**src/rtl/fifo_uart_tx_drain_if.sv**
```systemverilog
`default_nettype none
// ============================================================================
// Module  : fifo_uart_tx_drain_if
// Brief   : FIFO-side handshake and UART-side outputs of the FIFO-to-UART drain.
// Revision: 1.0 - initial release
// ============================================================================
interface fifo_uart_tx_drain_if #(
  parameter int CNT_W = 16
);
  logic             en;
  logic             fifo_empty;
  logic [7:0]       fifo_data;
  logic             fifo_pop;
  logic             tx;
  logic             busy;
  logic             tx_done;
  logic [CNT_W-1:0] sent_count;

  // master: the drain itself; slave: the FIFO / pin / control side
  modport master (
    input  en, fifo_empty, fifo_data,
    output fifo_pop, tx, busy, tx_done, sent_count
  );

  modport slave (
    output en, fifo_empty, fifo_data,
    input  fifo_pop, tx, busy, tx_done, sent_count
  );
endinterface
`default_nettype wire

```
**src/rtl/fifo_uart_tx_drain.sv**
```systemverilog
`default_nettype none
// ============================================================================
// Module  : fifo_uart_tx_drain
// Brief   : Pops bytes from a FIFO and serialises them as 8-bit UART frames.
// Revision: 1.0 - initial release
// ============================================================================
module fifo_uart_tx_drain #(
  parameter int CLKS_PER_BIT = 16,
  parameter bit PARITY_EN    = 1'b0,
  parameter int CNT_W        = 16
) (
  input  logic                 clk_i,
  input  logic                 rst_ni,
  fifo_uart_tx_drain_if.master bus
);

  localparam int                BAUD_W    = (CLKS_PER_BIT > 2) ? $clog2(CLKS_PER_BIT) : 1;
  localparam logic [BAUD_W-1:0] BAUD_LAST = BAUD_W'(CLKS_PER_BIT - 1);

  typedef enum logic [2:0] {
    S_IDLE   = 3'd0,
    S_POP    = 3'd1,
    S_LOAD   = 3'd2,
    S_START  = 3'd3,
    S_DATA   = 3'd4,
    S_PARITY = 3'd5,
    S_STOP   = 3'd6
  } state_e;

  state_e            state_q, state_d;
  logic [BAUD_W-1:0] baud_q, baud_d;
  logic [2:0]        bit_q, bit_d;
  logic [7:0]        shift_q, shift_d;
  logic              par_q, par_d;
  logic              tx_q, tx_d;
  logic              pop_q, pop_d;
  logic              busy_q, busy_d;
  logic              done_q, done_d;
  logic [CNT_W-1:0]  cnt_q, cnt_d;
  logic              bit_end;
  logic              start_next;

  always_comb begin
    state_d    = state_q;
    bit_d      = bit_q;
    shift_d    = shift_q;
    par_d      = par_q;
    cnt_d      = cnt_q;
    bit_end    = (baud_q == BAUD_LAST);
    start_next = bus.en && !bus.fifo_empty;

    unique case (state_q)
      S_IDLE:   if (start_next) state_d = S_POP;
      S_POP:    state_d = S_LOAD;
      S_LOAD: begin
        shift_d = bus.fifo_data;
        par_d   = ^bus.fifo_data;
        state_d = S_START;
      end
      S_START: begin
        if (bit_end) begin
          state_d = S_DATA;
          bit_d   = 3'd0;
        end
      end
      S_DATA: begin
        if (bit_end) begin
          if (bit_q == 3'd7) begin
            state_d = PARITY_EN ? S_PARITY : S_STOP;
          end else begin
            bit_d   = bit_q + 3'd1;
            shift_d = {1'b0, shift_q[7:1]};
          end
        end
      end
      S_PARITY: if (bit_end) state_d = S_STOP;
      S_STOP:   if (bit_end) state_d = start_next ? S_POP : S_IDLE;
      default:  state_d = S_IDLE;
    endcase

    // Baud counter restarts on every state change and idles at zero.
    if ((state_d != state_q) || bit_end || (state_q == S_IDLE)) begin
      baud_d = '0;
    end else begin
      baud_d = baud_q + BAUD_W'(1);
    end

    // Outputs are decoded from the next state so they can be registered.
    pop_d  = (state_d == S_POP);
    busy_d = (state_d != S_IDLE);
    done_d = (state_d == S_STOP) && (baud_d == BAUD_LAST);
    if (done_d) cnt_d = cnt_q + CNT_W'(1);

    case (state_d)
      S_START:  tx_d = 1'b0;
      S_DATA:   tx_d = shift_d[0];
      S_PARITY: tx_d = par_d;
      default:  tx_d = 1'b1;
    endcase
  end

  always_ff @(posedge clk_i or negedge rst_ni) begin
    if (!rst_ni) begin
      state_q <= S_IDLE;
      baud_q  <= '0;
      bit_q   <= 3'd0;
      shift_q <= 8'h00;
      par_q   <= 1'b0;
      tx_q    <= 1'b1;
      pop_q   <= 1'b0;
      busy_q  <= 1'b0;
      done_q  <= 1'b0;
      cnt_q   <= '0;
    end else begin
      state_q <= state_d;
      baud_q  <= baud_d;
      bit_q   <= bit_d;
      shift_q <= shift_d;
      par_q   <= par_d;
      tx_q    <= tx_d;
      pop_q   <= pop_d;
      busy_q  <= busy_d;
      done_q  <= done_d;
      cnt_q   <= cnt_d;
    end
  end

  assign bus.tx         = tx_q;
  assign bus.fifo_pop   = pop_q;
  assign bus.busy       = busy_q;
  assign bus.tx_done    = done_q;
  assign bus.sent_count = cnt_q;

endmodule
`default_nettype wire

```
**src/flat_wrapper.sv**
```systemverilog
// flat-port wrapper written by rule: the top's interface ports become plain ports
module fifo_uart_tx_drain_flat 
#(
  parameter int CLKS_PER_BIT = 16,
  parameter bit PARITY_EN    = 1'b0,
  parameter int CNT_W        = 16
)
  (clk_i, rst_ni, bus_en, bus_fifo_empty, bus_fifo_data, bus_fifo_pop, bus_tx, bus_busy, bus_tx_done, bus_sent_count);
  fifo_uart_tx_drain_if #(.CNT_W(CNT_W)) bus_i ();
  input  logic clk_i;
  input  logic rst_ni;
  input wire logic [$bits(bus_i.en)-1:0] bus_en;
  input wire logic [$bits(bus_i.fifo_empty)-1:0] bus_fifo_empty;
  input wire logic [$bits(bus_i.fifo_data)-1:0] bus_fifo_data;
  output wire logic [$bits(bus_i.fifo_pop)-1:0] bus_fifo_pop;
  output wire logic [$bits(bus_i.tx)-1:0] bus_tx;
  output wire logic [$bits(bus_i.busy)-1:0] bus_busy;
  output wire logic [$bits(bus_i.tx_done)-1:0] bus_tx_done;
  output wire logic [$bits(bus_i.sent_count)-1:0] bus_sent_count;
  assign bus_i.en = bus_en;
  assign bus_i.fifo_empty = bus_fifo_empty;
  assign bus_i.fifo_data = bus_fifo_data;
  assign bus_fifo_pop = bus_i.fifo_pop;
  assign bus_tx = bus_i.tx;
  assign bus_busy = bus_i.busy;
  assign bus_tx_done = bus_i.tx_done;
  assign bus_sent_count = bus_i.sent_count;
  fifo_uart_tx_drain #(.CLKS_PER_BIT(CLKS_PER_BIT), .PARITY_EN(PARITY_EN), .CNT_W(CNT_W)) u_core (.clk_i(clk_i), .rst_ni(rst_ni), .bus(bus_i));
endmodule
```
**config.mk**
```make
export PLATFORM = sky130hd
export DESIGN_NAME = fifo_uart_tx_drain_flat
export DESIGN_NICKNAME = d
export VERILOG_FILES = /design/src/rtl/fifo_uart_tx_drain_if.sv /design/src/rtl/fifo_uart_tx_drain.sv /design/src/flat_wrapper.sv
export SDC_FILE = /design/constraint.sdc
export NUM_CORES = 1
export LEC_CHECK = 0
export CORE_ASPECT_RATIO = 1.1
export CORE_MARGIN = 1.5
export CORE_UTILIZATION = 36
export CTS_BUF_LIST = sky130_fd_sc_hd__clkbuf_8
export DETAILED_ROUTE_END_ITERATION = 6
export GPL_ROUTABILITY_DRIVEN = 0
export HOLD_SLACK_MARGIN = 0.02
export PLACE_DENSITY = 0.7
export SYNTH_ARGS = -nofsm -noshare
export SYNTH_HDL_FRONTEND = slang
export SYNTH_SLANG_ARGS = --single-unit
```
**constraint.sdc**
```tcl
create_clock -name clk_i -period 1.7 [get_ports clk_i]
set_input_delay 0.51 -clock clk_i [delete_from_list [all_inputs] [get_ports clk_i]]
set_output_delay 0.51 -clock clk_i [all_outputs]
set_load 0.01 [all_outputs]
```
* After elaboration in Yosys (flattened, before gate mapping) *
Cells that the tools add are included.

word-level totals
  bits of input ports = 12
  register bits after elaboration = 39
  word-level logic and storage cells = 62

cells by class
  muxes and demuxes = 18
  $add $sub $neg = 3
  reductions and logical operators = 12
  equality and inequality tests = 18

operators by type and width
  kind                                           number
  2-to-1 mux 3 bit                               9
  == test 3 bit, second input constant           7
  case mux 3 bit (7 select lines)                1
  adder 16 x 1 -> 16 bit, second input constant  1
  2-to-1 mux 8 bit                               2
  case mux 8 bit (2 select lines)                1
  == test 3 x 2 -> 1 bit, second input constant  3
  == test 4 bit, second input constant           2
  parity 8 bit                                   1
  == test 3 x 1 -> 1 bit, second input constant  2
  case mux 3 bit (2 select lines)                1
  adder 4 x 1 -> 4 bit, second input constant    1
  2-to-1 mux 4 bit                               1
  != test 2 x 1 -> 1 bit, second input constant  2
  AND reduction 4 bit                            1
  nonzero test 2 bit                             2
  adder 3 x 1 -> 3 bit, second input constant    1
  logical NOT 3 bit                              1
  != test 3 bit                                  1
  case mux 1 bit (3 select lines)                1
  AND reduction 3 bit                            1
  nonzero test 3 bit                             1
  logical AND 1 bit                              2
  logical OR 1 bit                               2
  3 further kinds                                4

* Logic depth before layout (Yosys ltp) *
Gate-level depths: netlist of run 1.

  depth in word-level cells = 11
  depth in mapped cells = 7

* Worst setup path after synthesis of run 1 *
Ideal clock, no wire load.

  path kind = reg-to-reg
  start point = register u_core.bit_q[0]
  end point = register u_core.tx_q (netlist: u_core.bus.tx)
  path slack = -0.142 ns
  arrival = 1.752 ns
  buffers on the path = 0
  stages on the path, launching flop included = 7
  setup time = 0.090 ns
  data required time = 1.610 ns
  cell sequence = dfrtp_1 > ha_1 > ha_1 > nor4b_2 > a211oi_1 > a221oi_1 > o211ai_1

between the ends
  word-level cells in the longest chain between the ends = 6

RTL lines
  item                                                            RTL line                   RTL
  start, declared                                                 fifo_uart_tx_drain.sv:32   logic [2:0] bit_q, bit_d;
  start signal, assigned                                          fifo_uart_tx_drain.sv:117  bit_q <= bit_d;
  == test 3 bit *                                                 fifo_uart_tx_drain.sv:68   if (bit_q == 3'd7) begin
  2-to-1 mux 3 bit                                                fifo_uart_tx_drain.sv:68
  2-to-1 mux 3 bit                                                fifo_uart_tx_drain.sv:67   if (bit_end) begin
  case mux 3 bit (7 select lines)                                 fifo_uart_tx_drain.sv:52   unique case (state_q)
  == test 3 bit / == test 3 x 2 -> 1 bit (equally long branches)  fifo_uart_tx_drain.sv:94   case (state_d)
  case mux 1 bit (3 select lines) *                               fifo_uart_tx_drain.sv:94
  named net u_core.tx_d                                           fifo_uart_tx_drain.sv:35   logic tx_q, tx_d;
  end signal, assigned                                            fifo_uart_tx_drain.sv:120  tx_q <= tx_d;
  end, declared                                                   fifo_uart_tx_drain.sv:35

The timed path passes the listed nets; every way through them passes the cells marked *. The select of a mux whose other input is x is not followed.
A chain may end at the register's enable or synchronous reset.

* Worst setup path in the final report of run 1 *
  start point = register u_core.baud_q[0]
  end point = register u_core.cnt_q[4] (netlist: u_core.bus.sent_count[4])

between the ends
  word-level cells in the longest chain between the ends = 9

RTL lines
  item                                        RTL line                   RTL
  start, declared                             fifo_uart_tx_drain.sv:31   logic [BAUD_W-1:0] baud_q, baud_d;
  start signal, assigned                      fifo_uart_tx_drain.sv:116  baud_q <= baud_d;
  == test 4 bit                               fifo_uart_tx_drain.sv:49   bit_end = (baud_q == BAUD_LAST);
  2-to-1 mux 3 bit, on equally long branches  n/a
  case mux 3 bit (7 select lines)             fifo_uart_tx_drain.sv:52
  != test 3 bit                               fifo_uart_tx_drain.sv:82   if ((state_d != state_q) || bit_end || (state_q == S_IDLE)) begin
  logical OR 1 bit (2 in series)              fifo_uart_tx_drain.sv:82
  2-to-1 mux 4 bit                            fifo_uart_tx_drain.sv:82
  == test 4 bit                               fifo_uart_tx_drain.sv:91   done_d = (state_d == S_STOP) && (baud_d == BAUD_LAST);
  logical AND 1 bit *                         fifo_uart_tx_drain.sv:91
  end signal, assigned                        fifo_uart_tx_drain.sv:124  cnt_q <= cnt_d;
  end, declared                               fifo_uart_tx_drain.sv:39   logic [CNT_W-1:0] cnt_q, cnt_d;

Mark *: on every way between the ends. The rest lies on a longest branch, timed or not.

==> results_dict.tcl, run 1 <==
set metrics [dict create \
    status "complete, but fails checks" \
    violations "setup timing" \
    post-route-period-util 1.07 \
    path_class "register to register" \
    drt-wirelength-per-cell_um 14.8 \
    ant_nets 0 \
    start_util 0.371 \
    area_growth_pct 52.0 \
    highest_layer "met4" \
    ff_latch_area_um2 977 \
    drive_above_1_share 0.325 \
    antenna_found_initial 0 \
    final-setup-viol-count 22 \
    final_cell_mix "38 x dfrtp_1, 26 x buf_4, 16 x xor2_1, 15 x dlygate4sd2_1, 12 x clkdlybuf4s50_1" \
    dp_cells 302 \
    cp_data_required_time_ns 1.92 \
    worstSkewPairLatency_ns 0.29 \
    rows 28 \
    wl_met3_um 193 \
    tightest_slew_ns 0.503 \
    multi_input_area_um2 1210 \
    hold_slack_ns 0.137 \
    syn_avg_cell_area_um2 10.9 \
    final_nets 261 \
    ys.flop_type "dfrtp_1" \
    drv_slew 0 \
    io_pins 32 \
    ff2ff_path_depth 5 \
    path_buf_inv 0 \
    wl_met1_um 2180 \
    via_per_inst 5.02 \
    wl_um 4740 \
    preCtsSetupSlack_ns -0.110 \
    fillers 462 \
    min_period_ns 1.81 \
    ys_seq_elements 39 \
    max_freq_ghz 0.551 \
    final_common_cell "dfrtp_1" \
    clk_pin_slew_worst_paths_ns 0.08 \
    cts_inserted_buffers 5 \
    cp_cell_sequence "ha_4 > and4b_2 > nand3_4 > nor4_2 > xor2_1" \
    diodes 0 \
    crit_arrival_ns 2.03 \
    postCtsHoldBufs 0 \
    design_area_um2 3000 \
    first_global_vias 1593 \
    drv_cap 0 \
    reg2reg_from "u_core.baud_q[0]" \
    timing.rr.end "u_core.bus.sent_count[4]" \
    die_area_um2 5940 \
    setup_ws_ns -0.114 \
    grt_first_pass_wirelength_um 7560 \
    power_density_nw_per_um2 624 \
    power.leakage_uw 0.00153 \
    syn-instance-count 181 \
    dp_hpwl_um 2960 \
    cp-end-kind "register" \
    port_buffers 31 \
    first_iter_violations 66 \
    seq_area_frac_synth 0.495 \
    final-hold-violation-count 0 \
    p_total_uw 1870 \
    syn_nets 197 \
    hold_path.class "primary input to asynchronous set/reset pin" \
    num_vias 1611 \
    chipHeight_um 80.7 \
    skew_ns 0.00406 \
    overflow 0 \
    cts_root_buffer "clkbuf_8" \
    synthArstFlopShare 1.00 \
    irDropWorstVdd_uv 288 \
    yosysWarnings 0 \
    tritoncts "yes" \
    cp_max_fo 8 \
    place_area_um2 2550 \
    clockBufferDepth 2 \
    synth_edf_count 0 \
    clock-sinks 39 \
    core_um2 5330 \
    critical_path.top_delay_family "simple AND/OR/NAND/NOR gates" \
    slew_headroom 0.664 \
    grt_start_max_net_pins 24 \
    slowest_delay_ns 0.42 \
    yosysUniqueCellTypes 46 \
    layoutNonFillerInstCount 321 \
    start_kind "register" \
    crit_path_top_delay_cell "dfrtp_1" \
    die-width_um 73.6 \
    wl_met2_um 2320 \
    synth_area_um2 1980 \
    drc_errors 0 \
    rsz0062_at_grt "true" \
    r2r_slack_ns -0.11 \
    htreeDepth 2 \
    dr.pass1.iters 4 \
    gr-usage-all-layers 0.166 \
]
-- area by class of cell --
cell class | count | area share
clock buffer | 6 | 0.0275
clock inverter | 2 | 0.0117
inverter | 6 | 0.00750
multi-input combinational | 129 | 0.402
sequential | 39 | 0.325
tap | 75 | 0.0313
timing repair buffer | 64 | 0.195
-- cell usage after synthesis, types with 2 or more instances --
cell | n | area, um2
dfrtp_1 | 38 | 951
xor2_1 | 16 | 140
nor2_1 | 11 | 41.3
xnor2_1 | 8 | 70.1
and3_1 | 7 | 43.8
nand2_1 | 7 | 26.3
nand3_1 | 7 | 35.0
o21ai_0 | 7 | 35.0
a221o_1 | 6 | 60.1
inv_1 | 6 | 22.5
nor4_1 | 6 | 37.5
a21oi_1 | 5 | 25.0
nor2b_1 | 5 | 31.3
ha_1 | 4 | 50.1
a22o_1 | 3 | 26.3
and2_1 | 3 | 18.8
buf_2 | 3 | 15.0
nor3_1 | 3 | 15.0
nor3b_1 | 3 | 22.5
nor4b_1 | 3 | 26.3
and4_1 | 2 | 17.5
buf_1 | 2 | 7.51
mux2_2 | 2 | 22.5
nand4_1 | 2 | 12.5
-- worst reg2reg max path: stages (launching register included) --
cell and delay [ns]:
dfrtp_1 0.42, ha_4 0.28, and4b_2 0.29, nand3_4 0.21
nor4_2 0.36, xor2_1 0.18
-- sequential cells by signal, summed over array words and instances, names as in the netlist --
register and flops:
u_core.bus.tx_done 1, u_core.state_q 3, u_core.bus.tx 1, u_core.shift_q 8
u_core.par_q 1, u_core.bus.fifo_pop 1, u_core.bus.sent_count 16, u_core.baud_q 4
u_core.bit_q 3, u_core.bus.busy 1
-- power by group --
part           leakage [uW]  switching, uW  total, uW  internal, uW
combinational      0.000975           53.7        113          59.3
clock             0.0000612            333        808           475
sequential         0.000490           7.41        954           947
-- how the worst max path moves through the flow --
stage / startpoint / slack (ns) / to / cells after the start
after detailed placement: u_core.baud_q[0] / -0.11 / u_core.bus.sent_count[8] / 6
after global placement: bus_en / -0.07 / u_core.bus.busy / 5
after floorplan: u_core.baud_q[0] / 0.0004 / u_core.bus.sent_count[10] / 6
after CTS: u_core.baud_q[0] / -0.09 / u_core.bus.sent_count[15] / 5
after global routing: u_core.baud_q[0] / -0.22 / u_core.bus.sent_count[4] / 5
final: u_core.baud_q[0] / -0.11 / u_core.bus.sent_count[4] / 5
-- per-layer routing --
metal	vias up	GRT usage
li1	781	-
met5	-	0
met2	35	0.268
met4	0	0.0574
met3	5	0.0477
met1	790	0.210
-- through the flow --
stage                      util  setup TNS [ns]
after floorplan               -               0
after global placement    0.480          -0.423
after detailed placement  0.480           -1.36
after CTS                 0.529          -0.884
after global routing      0.564           -2.97
final                     0.564           -1.04
-- cells by family after synthesis --
| kind of cell | share of synthesized area |
|---|---|
| DFF | 0.495 |
| adders and majority gates | 0.0253 |
| AOI/OAI and AO/OA | 0.110 |
| muxes | 0.0114 |
| buffers and inverters | 0.0304 |
| xor gates and xnor gates | 0.115 |
| and+or+nand+nor | 0.214 |
-- timing repair --
action,in CTS,in global routing
cloned,0,0
buffers inserted,8,3
pin swaps,4,13
resized for setup,34,31
setup endpoints to repair,42,32
No activity file was read; power rests on OpenSTA's default activity.
==> inputs of run 2 (changes only) <==
--- a/config.mk
+++ b/config.mk
@@ -11,7 +11,6 @@
 export CTS_BUF_LIST = sky130_fd_sc_hd__clkbuf_8
 export DETAILED_ROUTE_END_ITERATION = 6
 export GPL_ROUTABILITY_DRIVEN = 0
-export HOLD_SLACK_MARGIN = 0.02
 export PLACE_DENSITY = 0.7
 export SYNTH_ARGS = -nofsm -noshare
 export SYNTH_HDL_FRONTEND = slang
==> results of run 2 <==
No change in the layout: final DEF, timing and power equal those of run 1.
